**config.mk**
```make
export PLATFORM = sky130hd
export DESIGN_NAME = hsync_rx
export DESIGN_NICKNAME = d
export VERILOG_FILES = /design/src/rtl/hsync_rx.sv
export SDC_FILE = /design/constraint.sdc
export NUM_CORES = 1
export LEC_CHECK = 0
export ABC_AREA = 1
export CORE_MARGIN = 2
export CORE_UTILIZATION = 44
export CTS_CLUSTER_DIAMETER = 30
export DETAILED_ROUTE_END_ITERATION = 8
export GPL_ROUTABILITY_DRIVEN = 0
export SYNTH_ARGS = -nofsm -noshare
export SYNTH_HDL_FRONTEND = slang
export SYNTH_SLANG_ARGS = --single-unit
export TNS_END_PERCENT = 100
```
**constraint.sdc**
```tcl
create_clock -name clk -period 2.7 [get_ports clk]
set_input_delay 0.27 -clock clk [delete_from_list [all_inputs] [get_ports clk]]
set_output_delay 0.27 -clock clk [all_outputs]
set_load 0.05 [all_outputs]
```
**src/rtl/hsync_rx.sv**
```systemverilog
// Horizontal sync receiver: measures incoming hsync period/width on pixel strobes,
// locks a flywheel position counter and regenerates visible enable and column index.
//
// state  | meaning
// SEARCH | no line reference; waiting for the first hsync rise
// VERIFY | counting consecutive good lines toward lock
// LOCKED | flywheel aligned; outputs active, counting consecutive bad lines
`timescale 1ns/1ps
module hsync_rx #(
  parameter int H_PULSE       = 96,
  parameter int H_BACK_END    = 144,
  parameter int H_VISIBLE_END = 784,
  parameter int H_TOTAL       = 800,
  parameter int CNT_BIT       = 10,
  parameter int LOCK_LINES    = 4,
  parameter int UNLOCK_MISSES = 2
) (
  input  logic               clk,
  input  logic               i_arst_n,
  input  logic               i_px_clk,
  input  logic               i_hsync,
  output logic               o_locked,
  output logic               o_addr_en,
  output logic [CNT_BIT-1:0] o_x,
  output logic               o_line_start,
  output logic               o_err
);

  localparam int GW = $clog2(LOCK_LINES + 1);
  localparam int MW = $clog2(UNLOCK_MISSES + 1);

  localparam logic [CNT_BIT-1:0] TOTAL_C = CNT_BIT'(H_TOTAL);
  localparam logic [CNT_BIT-1:0] PULSE_C = CNT_BIT'(H_PULSE);
  localparam logic [CNT_BIT-1:0] BACK_C  = CNT_BIT'(H_BACK_END);
  localparam logic [CNT_BIT-1:0] VEND_C  = CNT_BIT'(H_VISIBLE_END);
  localparam logic [GW-1:0]      LOCK_C  = GW'(LOCK_LINES);
  localparam logic [MW-1:0]      MISS_C  = MW'(UNLOCK_MISSES);

  typedef enum logic [1:0] {SEARCH, VERIFY, LOCKED} state_t;

  state_t             state, state_nx;
  logic [CNT_BIT-1:0] pos, pos_inc, pos_nx, width;
  logic               hsync_q, fall_seen, dbl_fall;
  logic [GW-1:0]      good_cnt, good_inc, good_nx;
  logic [MW-1:0]      miss_cnt, miss_inc, miss_nx;
  logic               rise, fall, at_end, line_end, line_good, bad_evt;
  logic               locked_nx, vis_nx;

  always_comb begin
    rise      = i_px_clk & i_hsync & ~hsync_q;
    fall      = i_px_clk & ~i_hsync & hsync_q;
    pos_inc   = pos + 1'b1;
    at_end    = (pos_inc == TOTAL_C);
    line_end  = i_px_clk & (rise | at_end);
    pos_nx    = (rise | at_end) ? '0 : pos_inc;
    // A rise landing exactly on the nominal period is the only way a line is good.
    line_good = rise & at_end & fall_seen & ~dbl_fall & (width == PULSE_C);
    good_inc  = good_cnt + 1'b1;
    miss_inc  = miss_cnt + 1'b1;
  end

  always_comb begin
    state_nx = state;
    good_nx  = good_cnt;
    miss_nx  = miss_cnt;
    bad_evt  = 1'b0;
    if (line_end) begin
      case (state)
        SEARCH: begin
          if (rise) begin
            state_nx = VERIFY;
            good_nx  = '0;
          end
        end
        VERIFY: begin
          if (line_good) begin
            good_nx = good_inc;
            if (good_inc == LOCK_C) begin
              state_nx = LOCKED;
              miss_nx  = '0;
            end
          end else if (rise) begin
            good_nx = '0;
          end else begin
            state_nx = SEARCH;
          end
        end
        LOCKED: begin
          if (line_good) begin
            miss_nx = '0;
          end else begin
            bad_evt = 1'b1;
            miss_nx = miss_inc;
            if (miss_inc == MISS_C) state_nx = SEARCH;
          end
        end
        default: state_nx = SEARCH;
      endcase
    end
  end

  always_ff @(posedge clk or negedge i_arst_n) begin
    if (!i_arst_n) begin
      state     <= SEARCH;
      pos       <= '0;
      width     <= '0;
      hsync_q   <= 1'b0;
      fall_seen <= 1'b0;
      dbl_fall  <= 1'b0;
      good_cnt  <= '0;
      miss_cnt  <= '0;
    end else if (i_px_clk) begin
      state    <= state_nx;
      pos      <= pos_nx;
      hsync_q  <= i_hsync;
      good_cnt <= good_nx;
      miss_cnt <= miss_nx;
      if (fall) width <= pos_nx;
      // A fall on the line-end strobe belongs to the new line.
      if (line_end) begin
        fall_seen <= fall;
        dbl_fall  <= 1'b0;
      end else if (fall) begin
        fall_seen <= 1'b1;
        dbl_fall  <= dbl_fall | fall_seen;
      end
    end
  end

  always_comb begin
    locked_nx = (state_nx == LOCKED);
    vis_nx    = (pos_nx >= BACK_C) && (pos_nx < VEND_C);
  end

  always_ff @(posedge clk or negedge i_arst_n) begin
    if (!i_arst_n) begin
      o_addr_en    <= 1'b0;
      o_x          <= '0;
      o_line_start <= 1'b0;
      o_err        <= 1'b0;
    end else begin
      o_line_start <= 1'b0;
      o_err        <= 1'b0;
      if (i_px_clk) begin
        o_addr_en    <= locked_nx & vis_nx;
        o_x          <= (locked_nx & vis_nx) ? (pos_nx - BACK_C) : '0;
        o_line_start <= locked_nx & (pos_nx == '0);
        o_err        <= locked_nx & bad_evt;
      end
    end
  end

  assign o_locked = (state == LOCKED);

endmodule

```
-- Word-level counts from Yosys, hierarchy flattened
Cells that the tools add are included.
- bitwise logic cells: 17
- equality and inequality tests: 9
- multiplexer cells: 26
- $add $sub $neg: 4
- reduce and logical (&&, ||, !) cells: 10
- magnitude comparators: 2
- operator list (kind ; count):
    $mux W10 ; 2
    $mux W2 ; 10
    $and A1 B1 Y1 ; 12
    $add A10 B1 Y10 const B ; 1
    $eq A10 B10 Y1 const B ; 1
    $eq A10 B7 Y1 const B ; 1
    $ge A10 B8 Y1 const B ; 1
    $logic_not A10 Y1 ; 1
    $lt A10 B10 Y1 const B ; 1
    $sub A10 B8 Y10 const B ; 1
    $mux W1 ; 9
    $eq A2 B2 Y1 const B ; 3
    $mux W3 ; 2
    $pmux W2 S3 ; 1
    $pmux W3 S2 ; 1
    $reduce_bool A2 Y1 ; 3
    $reduce_and A5 Y1 ; 1
    $ne A2 B2 Y1 const B ; 2
    $pmux W2 S2 ; 1
    $reduce_and A2 Y1 ; 2
    $add A3 B1 Y3 const B ; 1
    $eq A3 B3 Y1 const B ; 1
    $not A1 Y1 ; 3
    $reduce_and A3 Y1 ; 1
    other kinds (5) ; 6
- register bits: 43

-- Longest topological paths before layout
Gate-level depths: netlist of the first run.
- word-level depth: 12
- gate-level depth with buffers: 20

-- Worst setup path before layout of the first run
Ideal clock, no wire load.
- path kind: reg-to-reg
- start: register pos[0]
- end: register o_addr_en
- data required time: 2.626 ns
- slack: 0.014 ns
- cell stages (with the launch flop): 21
- path buffers: 0
- period minus slack after synthesis: 2.686 ns
- arrival: 2.612 ns
- path through: dfrtp_1 ha_1 nand2_2 nor2_4 nand2_1 nand2_1 nand2_1 inv_1 nor2_1 nand2_1 nand2_1 a21oi_1 inv_1 ha_1 inv_1 o2111ai_1 nand2_1 inv_1 a21oi_4 nand2_4 o21ai_2
- elaborated cells on any way between the ends: 18
- those cells by class: add/sub: 1; order compare: 2; eq/ne: 2; mux: 5; bitwise: 7; reduce/logical: 1
- RTL lines (item ; line ; source):
    from (decl) ; 42 ; logic [CNT_BIT-1:0] pos, pos_inc, pos_nx, width;
    from (signal assigned) ; 114 ; pos <= pos_nx;
    $add A10 B1 Y10 (*) ; 52 ; pos_inc = pos + 1'b1;
    $eq A10 B10 Y1 ; 53 ; at_end = (pos_inc == TOTAL_C);
    $or A1 B1 Y1 ; 55 ; pos_nx = (rise | at_end) ? '0 : pos_inc;
    $mux W10 (*) ; 55 ;
    named net pos_nx[4] ; 42 ;
    $ge A10 B8 Y1 / $lt A10 B10 Y1 (equally long branches) ; 132 ; vis_nx = (pos_nx >= BACK_C) && (pos_nx < VEND_C);
    $logic_and A1 B1 Y1 (*) ; 132 ;
    $and A1 B1 Y1 (*) ; 145 ; o_addr_en <= locked_nx & vis_nx;
    to (signal assigned) ; 145 ;
    to (decl) ; 23 ; output logic o_addr_en,
The timed path passes the listed nets; every way through them passes the cells marked *.
A chain may end at the register's enable or synchronous reset.

-- Worst setup path in the final report of the first run
- start: register pos[0]
- end: register o_x[0]
- elaborated cells on any way between the ends: 20
- those cells by class: add/sub: 2; order compare: 2; eq/ne: 2; mux: 6; bitwise: 7; reduce/logical: 1
- RTL lines (item ; line ; source):
    $add A10 B1 Y10 (*) ; 52 ;
    $eq A10 B10 Y1 ; 53 ;
    $or A1 B1 Y1 ; 55 ;
    $mux W10 (*) ; 55 ;
    named net pos_nx[4] ; 42 ;
    $ge A10 B8 Y1 / $lt A10 B10 Y1 (equally long branches) ; 132 ;
    $logic_and A1 B1 Y1 (*) ; 132 ;
    $and A1 B1 Y1 (*) ; 146 ; o_x <= (locked_nx & vis_nx) ? (pos_nx - BACK_C) : '0;
    $mux W10 (*) ; 146 ;
    to (signal assigned) ; 146 ;
    to (decl) ; 24 ; output logic [CNT_BIT-1:0] o_x,
Marked as above.

==> results of run 1 <==
==> logic make-up after synthesis <==
logic type,Yosys count,share of synthesized area
compound gates,43,0.1094
xor+xnor,3,0.01022
fa+ha+maj,11,0.05350
buf+inv,41,0.06323
flops,43,0.4183
simple gates,182,0.3453
==> layer usage <==
layer | vias up | wire, um | global-route usage | part of all wire
li1 | 1146 | - | - | -
met1 | 1093 | 2901 | 0.2734 | 0.46
met2 | 49 | 3077 | 0.3142 | 0.49
met3 | 8 | 199 | 0.03146 | 0.032
met4 | 0 | 128 | 0.09322 | 0.020
met5 | - | 0 | 0 | 0
==> cells in the mapped netlist (3+ instances only) <==
| master | instances | share of area |
|---|---|---|
| nor2_4 | 7 | 0.031 |
| xor2_1 | 3 | 0.010 |
| nor3_1 | 4 | 0.0078 |
| dfrtp_1 | 43 | 0.42 |
| a21oi_1 | 5 | 0.0097 |
| inv_1 | 32 | 0.047 |
| o21ai_0 | 23 | 0.045 |
| nand2_4 | 3 | 0.013 |
| nor2_1 | 14 | 0.020 |
| clkbuf_1 | 4 | 0.0058 |
| nand2_1 | 108 | 0.16 |
| nand4_1 | 9 | 0.022 |
| ha_1 | 11 | 0.054 |
| nor2_2 | 5 | 0.012 |
| o21ai_2 | 6 | 0.020 |
| nand3_1 | 19 | 0.037 |
| nand2_2 | 6 | 0.015 |
==> sequential cells by signal, summed over array words and instances (netlist names) <==
| signal | flops |
|---|---|
| o_addr_en | 1 |
| o_err | 1 |
| state | 2 |
| o_x | 10 |
| miss_cnt | 2 |
| width | 10 |
| fall_seen | 1 |
| dbl_fall | 1 |
| good_cnt | 3 |
| pos | 10 |
| o_line_start | 1 |
| hsync_q | 1 |
==> worst max-delay path by stage <==
stage | cells after the start | endpoint | slack (ps) | startpoint
after detailed placement | 20 | o_x[0]$_DFFE_PN0P_ | -100 | pos[0]$_DFFE_PN0P_
after global routing | 20 | o_x[0]$_DFFE_PN0P_ | -80 | pos[0]$_DFFE_PN0P_
after global placement | 20 | o_x[0]$_DFFE_PN0P_ | 40 | pos[0]$_DFFE_PN0P_
final | 20 | o_x[0]$_DFFE_PN0P_ | 80 | pos[0]$_DFFE_PN0P_
after CTS | 20 | o_x[0]$_DFFE_PN0P_ | 2 | pos[0]$_DFFE_PN0P_
after floorplan | 20 | o_addr_en$_DFFE_PN0P_ | 10 | pos[0]$_DFFE_PN0P_
==> placed cells by master, fill, tap and decap left out, types with 3 or more instances in the layout <==
| cell type | n |
|---|---|
| a21oi_1 | 4 |
| xor2_1 | 3 |
| ha_1 | 8 |
| buf_4 | 28 |
| clkbuf_8 | 5 |
| nor3_1 | 4 |
| nand4_1 | 9 |
| o21ai_2 | 6 |
| buf_6 | 3 |
| dfrtp_1 | 40 |
| nand3_1 | 18 |
| inv_1 | 28 |
| inv_2 | 6 |
| clkdlybuf4s50_1 | 16 |
| nand2_4 | 5 |
| ha_4 | 3 |
| nand3_4 | 3 |
| nand2_1 | 98 |
| nor2_4 | 12 |
| dfrtp_2 | 3 |
| nor2_1 | 11 |
| nand2_2 | 14 |
| o21ai_0 | 23 |
| nor2_2 | 4 |
==> power breakdown <==
group	internal [mW]	switching, mW	leakage [nW]
sequential	0.736	0.101	0.573
combinational	0.273	0.411	0.905
clock	0.181	0.223	0.0412
==> final cells by class <==
type | count | area [um2]
well taps | 72 | 90.09
clock inverters | 2 | 12.51
inverters | 34 | 127.6
flip-flops and latches | 43 | 1080
clock buffers | 6 | 72.57
repair buffers | 49 | 429.2
fillers | 514 | 2287
multi-input cells | 240 | 1475
==> timing repair <==
item	CTS	global route
buffers inserted	4	12
endpoints found under the setup margin	11	13
gates cloned	0	1
gates resized for setup	8	33
pin swaps	8	21
==> per-stage QoR <==
stage	setup TNS, ps	setup slack (ps)
2_1_floorplan	0	13.88
3_3_place_gp	0	37.57
3_5_place_dp	-561.8	-97.00
4_1_cts	0	1.664
5_1_grt	-441.4	-77.17
6_report	0	79.56
==> results.yml, run 1 <==
detailed_routing:
  drc: 0
  wl_per_cell_um: 14.14
  drtPass1Iterations: 5
  totalWireLength_mm: 6.308
  drt_iter0_drc: 104
  dr_total_vias: 2296
  vias_per_cell: 5.148
  ant_nets: 0
power:
  power_density_nw_per_um2: 585.8
  finalPower_mw: 1.925
  vdd_ir_drop_max_mv: 0.4391
  leakagePower_nw: 1.518
synth:
  synth.distinct_cells: 33
  synth_edf_count: 0
  netlist_instances: 323
  avgSynthCellArea_um2: 7.964
  synthFlopType: "dfrtp_1"
  synthArstFlopShare: 1.000
  syn-num-nets: 338
  ys_ff_latch: 43
  synth_warnings: 0
  syn_area_um2: 2572
  seq_area_frac_synth: 0.4183
critical_path:
  path_common_cell: "nand2_2"
  required_ps: 2930
  worstPathArrival_ps: 2850
  rr_startpoint: "pos[0]$_DFFE_PN0P_"
  worst_setup_path_end_kind: "flip-flop"
  critPathTopFamily: "simple AND/OR/NAND/NOR gates"
  crit_path_start_kind: "flip-flop"
  worstPathMaxFanout: 7
  ff2ff_path_depth: 20
  worstPathCellList: "ha_4 -> nand2_4 -> nor2_4 -> nand2_2 -> nand2_2 -> nor2_4 -> nand2_2 -> nor2_2 -> nand2_2 -> nand2_2 -> a21oi_2 -> inv_2 -> ha_4 -> inv_2 -> o2111ai_2 -> nand2_1 -> inv_2 -> a21oi_4 -> nand2_4 -> o21ai_2"
  r2r_end: "o_x[0]$_DFFE_PN0P_"
  cpPeakStageDelay_ps: 430
  worstSetupPathType: "flip-flop to flip-flop"
  crit_buf_inv: 3
  crit_path_top_delay_cell: "dfrtp_2"
  r2r_slack_ps: 80
clock_network:
  clock_path_buffers: 2
  clkSinkCount: 43
  cts_max_level: 2
  tritoncts: "built"
  hold_buffers: 0
  clockRootBuffer: "clkbuf_8"
  clk_pin_slew_worst_paths_ps: 80
  cts_buffers: 5
  insertion_delay_ps: 300
grt:
  antenna_found_initial: 0
  grt_pass1_vias: 2098
  grt_max_degree: 44
  grt_pass1_wl_mm: 9.977
  grt.total_usage: 0.2010
  gr-total-overflow: 0
min_path:
  hold_class: "input pin to asynchronous set/reset pin"
timing:
  drv_slew: 0
  setup_violations: 0
  final.period_utilization: 0.9705
  rsz0062_at_grt: "true"
  maxSlewHeadroom: 0.3545
  period_minus_slack_ps: 2620
  whs_ps: 122.2
  hold_viol: 0
  worst_pin_slew_ps: 968.3
  fmax_ghz: 0.3816
  skew_ps: 6.621
floorplan:
  core_area_um2: 5574
  fp.dieArea_um2: 6474
  die_h_um: 80.46
  start_util: 0.4615
  io_pins: 18
  row_count: 27
  fp.dieW_um: 80.46
cells_and_area:
  fin_cells: 446
  final_nets: 388
  final_cell_area_um2: 3287
  area_growth_pct: 27.77
  drive_gt1_frac: 0.2781
  antenna_cells: 0
  post-route-util: 0.5897
placement:
  dp.cells: 421
  hpwlAfterDp_mm: 4.405
  io_buffers: 17
  placed_cell_area_um2: 2913
outcome:
  status: "finished, final reports clean"
flow_run:
  cap_violations: 0
(Power assumes the default switching activity.)
==> inputs of run 2 (changes only) <==
--- a/config.mk
+++ b/config.mk
@@ -6,7 +6,6 @@
 export NUM_CORES = 1
 export LEC_CHECK = 0
 export ABC_AREA = 1
-export CORE_MARGIN = 2
 export CORE_UTILIZATION = 44
 export CTS_CLUSTER_DIAMETER = 30
 export DETAILED_ROUTE_END_ITERATION = 8
==> results.yml, run 2 (synthesis gave the netlist of run 1 again) <==
outcome:
  status: "finished, violations left"
  violations: "setup timing"
timing:
  maxSlewHeadroom: 0.3616
  whs_ps: 122.1
  hold_viol: 0
  skew_ps: 6.038
  period_minus_slack_ps: 2718
  final.period_utilization: 1.007
  finalWorstSetupSlack_ps: -18.41
  worst_pin_slew_ps: 957.7
  setup_violations: 3
  drv_slew: 0
  rsz0062_at_grt: "true"
  fmax_ghz: 0.3679
min_path:
  hold_class: "input pin to asynchronous set/reset pin"
power:
  p_int_mw: 1.155
  finalPower_mw: 1.865
  pwr-share-clk: 0.215
  p_seq_frac: 0.438
  p_sw_frac: 0.3808
  vdd_ir_drop_max_mv: 0.4860
  leakagePower_nw: 1.486
  comb_power_share: 0.346
  p_sw_mw: 0.7103
  power_density_nw_per_um2: 584.2
cells_and_area:
  largestRegisters: "o_x (10), pos (10), width (10)"
  antenna_cells: 0
  drive_gt1_frac: 0.2514
  mostFrequentLayoutCell: "nand2_1"
  area_growth_pct: 24.12
  fin_cells: 442
  final_nets: 384
  nFillCells: 524
  mostFrequentLayoutCells: "nand2_1, dfrtp_1, inv_1"
clock_network:
  clkSinkCount: 43
  tritoncts: "built"
  cts_max_level: 2
  cts_buffers: 5
  clock_path_buffers: 2
  clk_pin_slew_worst_paths_ps: 80
  insertion_delay_ps: 300
  clockRootBuffer: "clkbuf_8"
floorplan:
  fp.dieArea_um2: 6156
  start_util: 0.4615
  fp.dieW_um: 78.46
  die_h_um: 78.46
  core_area_um2: 5574
  row_count: 27
  io_pins: 18
critical_path:
  crit_path_top_delay_cell: "dfrtp_1"
  worstSetupPathType: "flip-flop to flip-flop"
  worst_setup_path_end_kind: "flip-flop"
  required_ps: 2940
  cpPeakStageDelay_ps: 420
  path_common_cell: "nand2_2"
  crit_path_start_kind: "flip-flop"
  worstPathMaxFanout: 7
  worstPathArrival_ps: 2950
  worstPathCellList: "ha_2 -> nand2_2 -> nor2_4 -> nand2_2 -> nand2_2 -> nor2_4 -> nand2_1 -> nor2_2 -> nand2_2 -> nand2_2 -> a21oi_4 -> inv_2 -> ha_4 -> inv_2 -> o2111ai_2 -> nand2_1 -> inv_2 -> a21oi_4 -> nand2_4 -> o21ai_2"
  rr_startpoint: "pos[0]$_DFFE_PN0P_"
  critPathTopFamily: "simple AND/OR/NAND/NOR gates"
  crit_path_start: "pos[0]$_DFFE_PN0P_"
  crit_buf_inv: 3
detailed_routing:
  wl_per_cell_um: 13.96
  drc: 0
  totalWireLength_mm: 6.172
  drtPass1Iterations: 4
  dr_total_vias: 2257
  ant_nets: 0
  vias_per_cell: 5.106
  drt_iter0_drc: 194
placement:
  hpwlAfterDp_mm: 4.301
  dp.cells: 423
  place_ws_ps: -45.70
  io_buffers: 17
grt:
  grt_pass1_vias: 2123
  gr-total-overflow: 0
  grt_pass1_wl_mm: 10.03
  grt_max_degree: 44
  antenna_found_initial: 0
  grt.total_usage: 0.2107
flow_run:
  cap_violations: 0
==> run 2: changes by cell type in the layout (fill, tap and decap cells not counted), moves of 2 or more <==
cell | before | now
nand2_1 | 98 | 100
dfrtp_2 | 3 | 0
nor2_2 | 4 | 7
nor2_4 | 12 | 9
dfrtp_1 | 40 | 43
buf_4 | 28 | 26
==> run 2: path summary, 6_finish.rpt <==
check / depth (start not counted) / endpoint / slack, ps
min in group clk: 2 / o_x[4]$_DFFE_PN0P_ / 480
worst max-delay path: 20 / o_x[1]$_DFFE_PN0P_ / -20
worst max register to register: 20 / o_x[1]$_DFFE_PN0P_ / -20
worst min register to register: 2 / o_x[4]$_DFFE_PN0P_ / 480
max in group asynchronous: 1 / o_x[6]$_DFFE_PN0P_ / 1980
worst min-delay path: 1 / width[2]$_DFFE_PN0P_ / 120
==> run 2: final cells by class <==
class | instances | area (um2) | area share
clock buffer | 7 | 76.32 | 0.02390
multi-input combinational | 240 | 1435 | 0.4495
timing repair buffer | 45 | 382.9 | 0.1199
inverter | 34 | 127.6 | 0.03997
clock inverter | 1 | 5.005 | 0.001567
tap | 72 | 90.09 | 0.02821
sequential | 43 | 1076 | 0.3370
==> run 2: power groups by stage <==
stage,clock network [mW],logic [mW],registers (mW)
6_report,0.402,0.646,0.818
2_1_floorplan,0,0.418,0.820
5_1_grt,0.446,0.718,0.833
3_3_place_gp,0,0.570,0.827
3_5_place_dp,0,0.573,0.828
4_1_cts,0.417,0.591,0.816
==> run 2: metal layers <==
metal / track usage / wire [um] / vias to the layer above
met3: 0.03140 / 186 / 10
met1: 0.3020 / 3004 / 1067
li1: - / - / 1137
met2: 0.3202 / 2865 / 43
met4: 0.07963 / 116 / 0
met5: 0 / 0 / -
==> run 2: timing repair <==
action / CTS / global route
pin swaps: 5 / 23
setup endpoints to repair: 11 / 13
cloned: 0 / 1
hold buffers: 0 / 0
buffers inserted: 2 / 8
resized for setup: 7 / 22
==> run 2: through the flow <==
step | instance area (um2) | util | TNS, ps
5_1_grt | 3193 | 0.5728 | -1931
3_3_place_gp | 2928 | 0.5253 | 0
2_1_floorplan | 2572 | - | 0
4_1_cts | 3044 | 0.5461 | 0
3_5_place_dp | 2928 | 0.5253 | -251.8
6_report | 3193 | 0.5728 | -37.81
==> inputs of run 3 (changes only) <==
--- a/config.mk
+++ b/config.mk
@@ -6,6 +6,8 @@
 export NUM_CORES = 1
 export LEC_CHECK = 0
 export ABC_AREA = 1
+export CAP_MARGIN = 20
+export CORE_ASPECT_RATIO = 1.25
 export CORE_UTILIZATION = 44
 export CTS_CLUSTER_DIAMETER = 30
 export DETAILED_ROUTE_END_ITERATION = 8
==> constraint.sdc (replaced) <==
create_clock -name clk -period 2.7 [get_ports clk]
set_input_delay 0.54 -clock clk [delete_from_list [all_inputs] [get_ports clk]]
set_output_delay 0.54 -clock clk [all_outputs]
set_load 0.05 [all_outputs]
==> results.yml, run 3 (synthesis gave the netlist of run 1 again) <==
cells_and_area:
  area_growth_pct: 28.16
  mostFrequentLayoutCells: "nand2_1, dfrtp_1, buf_4"
  drive_gt1_frac: 0.3026
  antenna_cells: 0
  fin_cells: 444
  final_nets: 394
  mostFrequentLayoutCell: "nand2_1"
  largestRegisters: "o_x (10), pos (10), width (10)"
floorplan:
  core_area_um2: 5518
  io_pins: 18
  start_util: 0.4662
  fp.dieW_um: 70.39
  die_h_um: 87.49
  row_count: 30
  fp.dieArea_um2: 6158
critical_path:
  crit_path_start_kind: "flip-flop"
  worstPathCellList: "ha_4 -> nand2_4 -> nor2_4 -> nand3b_1 -> nand2_2 -> buf_6 -> nand3_2 -> nor2_4 -> nor2_4 -> buf_4 -> nor2_4 -> buf_4 -> nor2_1 -> a21oi_2 -> nor2_2 -> nor3b_2"
  crit_path_top_delay_cell: "dfrtp_2"
  worstPathMaxFanout: 12
  ff2ff_path_depth: 16
  worst_setup_path_end_kind: "flip-flop"
  rr_startpoint: "pos[0]$_DFFE_PN0P_"
  cpPeakStageDelay_ps: 430
  required_ps: 2890
  crit_path_start: "pos[0]$_DFFE_PN0P_"
  worstSetupPathType: "flip-flop to flip-flop"
  setup.worst_path.end: "o_err$_DFF_PN0_"
  path_common_cell: "nor2_4"
  r2r_slack_ps: 140
  r2r_end: "o_err$_DFF_PN0_"
  worstPathArrival_ps: 2750
detailed_routing:
  dr_total_vias: 2283
  wl_per_cell_um: 13.59
  drtPass1Iterations: 4
  totalWireLength_mm: 6.036
  drc: 0
  ant_nets: 0
  drt_iter0_drc: 92
  vias_per_cell: 5.142
power:
  p_seq_frac: 0.425
  pwr-share-clk: 0.229
  finalPower_mw: 1.962
  comb_power_share: 0.346
  power_density_nw_per_um2: 595.0
  p_sw_mw: 0.7204
  p_sw_frac: 0.3673
  p_int_mw: 1.241
  leakagePower_nw: 1.550
  vdd_ir_drop_max_mv: 0.5748
outcome:
  status: "finished, final reports clean"
timing:
  finalWorstSetupSlack_ps: 137.0
  fmax_ghz: 0.3902
  maxSlewHeadroom: 0.6663
  tns_ps: 0
  whs_ps: 200.7
  worst_pin_slew_ps: 499.0
  setup_violations: 0
  hold_viol: 0
  final.period_utilization: 0.9493
  skew_ps: 4.780
  drv_slew: 0
  period_minus_slack_ps: 2563
clock_network:
  cts_buffers: 5
  clkSinkCount: 43
  clk_pin_slew_worst_paths_ps: 80
  clock_path_buffers: 2
  clockRootBuffer: "clkbuf_8"
  insertion_delay_ps: 290
  tritoncts: "built"
  cts_max_level: 2
grt:
  gr-total-overflow: 0
  grt_max_degree: 23
  grt_pass1_wl_mm: 9.867
  grt.total_usage: 0.2061
  antenna_found_initial: 0
  grt_pass1_vias: 2114
min_path:
  hold_class: "input pin to asynchronous set/reset pin"
placement:
  place_ws_ps: -31.13
  hpwlAfterDp_mm: 4.513
  dp.cells: 423
  io_buffers: 17
flow_run:
  cap_violations: 0
[run 3: cell count changes in the layout (fill, tap and decap cells not counted), sizes merged]
cell    previous run  this run
buf               29        39
clkbuf             7         8
clkinv             1         0
[run 3: worst max-delay path: cells and delay by family, from the launching register on]
kind	cells	cell delay [ps]
simple gates	11	1140
buf+inv	3	440
flops	1	430
compound gates	1	250
fa+ha+maj	1	170
[run 3: worst min-delay path by stage]
| stage | end | startpoint | cells past startpoint |
|---|---|---|---|
| CTS | width[8]$_DFFE_PN0P_ | i_arst_n | 1 |
| detailed placement | width[2]$_DFFE_PN0P_ | width[2]$_DFFE_PN0P_ | 2 |
| floorplan | dbl_fall$_DFFE_PN0P_ | i_arst_n | 0 |
| global placement | miss_cnt[1]$_DFFE_PN0P_ | miss_cnt[1]$_DFFE_PN0P_ | 2 |
| global route | width[7]$_DFFE_PN0P_ | i_arst_n | 1 |
| finish | width[7]$_DFFE_PN0P_ | i_arst_n | 1 |
[run 3: final cells by class]
cell class	count	area (um2)
multi-input combinational	240	1450
inverter	34	127.6
timing repair buffer	55	457.9
fill	496	2221
clock buffer	8	100.1
sequential	43	1081
tap	64	80.08
[run 3: metrics by stage]
stage | util | instance area, um2
final | 0.5975 | 3297
after global routing | 0.5975 | 3297
after global placement | 0.5397 | 2978
after CTS | 0.5624 | 3103
after detailed placement | 0.5397 | 2978
after floorplan | - | 2572
[run 3: timing repair]
| item | 4_1_cts | 5_1_grt |
|---|---|---|
| gates resized for setup | 2 | 38 |
| hold buffers | 0 | 0 |
| pin swaps | 2 | 21 |
| setup buffers | 2 | 10 |
| setup endpoints to repair | 10 | 13 |
| gates cloned | 0 | 1 |
[run 3: per-layer routing]
layer  routed length [um]  global-route usage  vias to the layer above
met5                    0                   0                        -
met4                  119             0.06000                        0
met3                  136             0.02778                       10
met2                 3111              0.3593                       29
met1                 2668              0.2662                     1087
li1                     -                   -                     1157
[run 3: power groups by stage]
| stage | clock, mW | combinational (mW) | sequential [mW] |
|---|---|---|---|
| final | 0.450 | 0.678 | 0.834 |
| after global routing | 0.482 | 0.755 | 0.847 |
| after CTS | 0.462 | 0.611 | 0.817 |
| after detailed placement | 0 | 0.596 | 0.829 |
| after global placement | 0 | 0.595 | 0.828 |
| after floorplan | 0 | 0.418 | 0.820 |
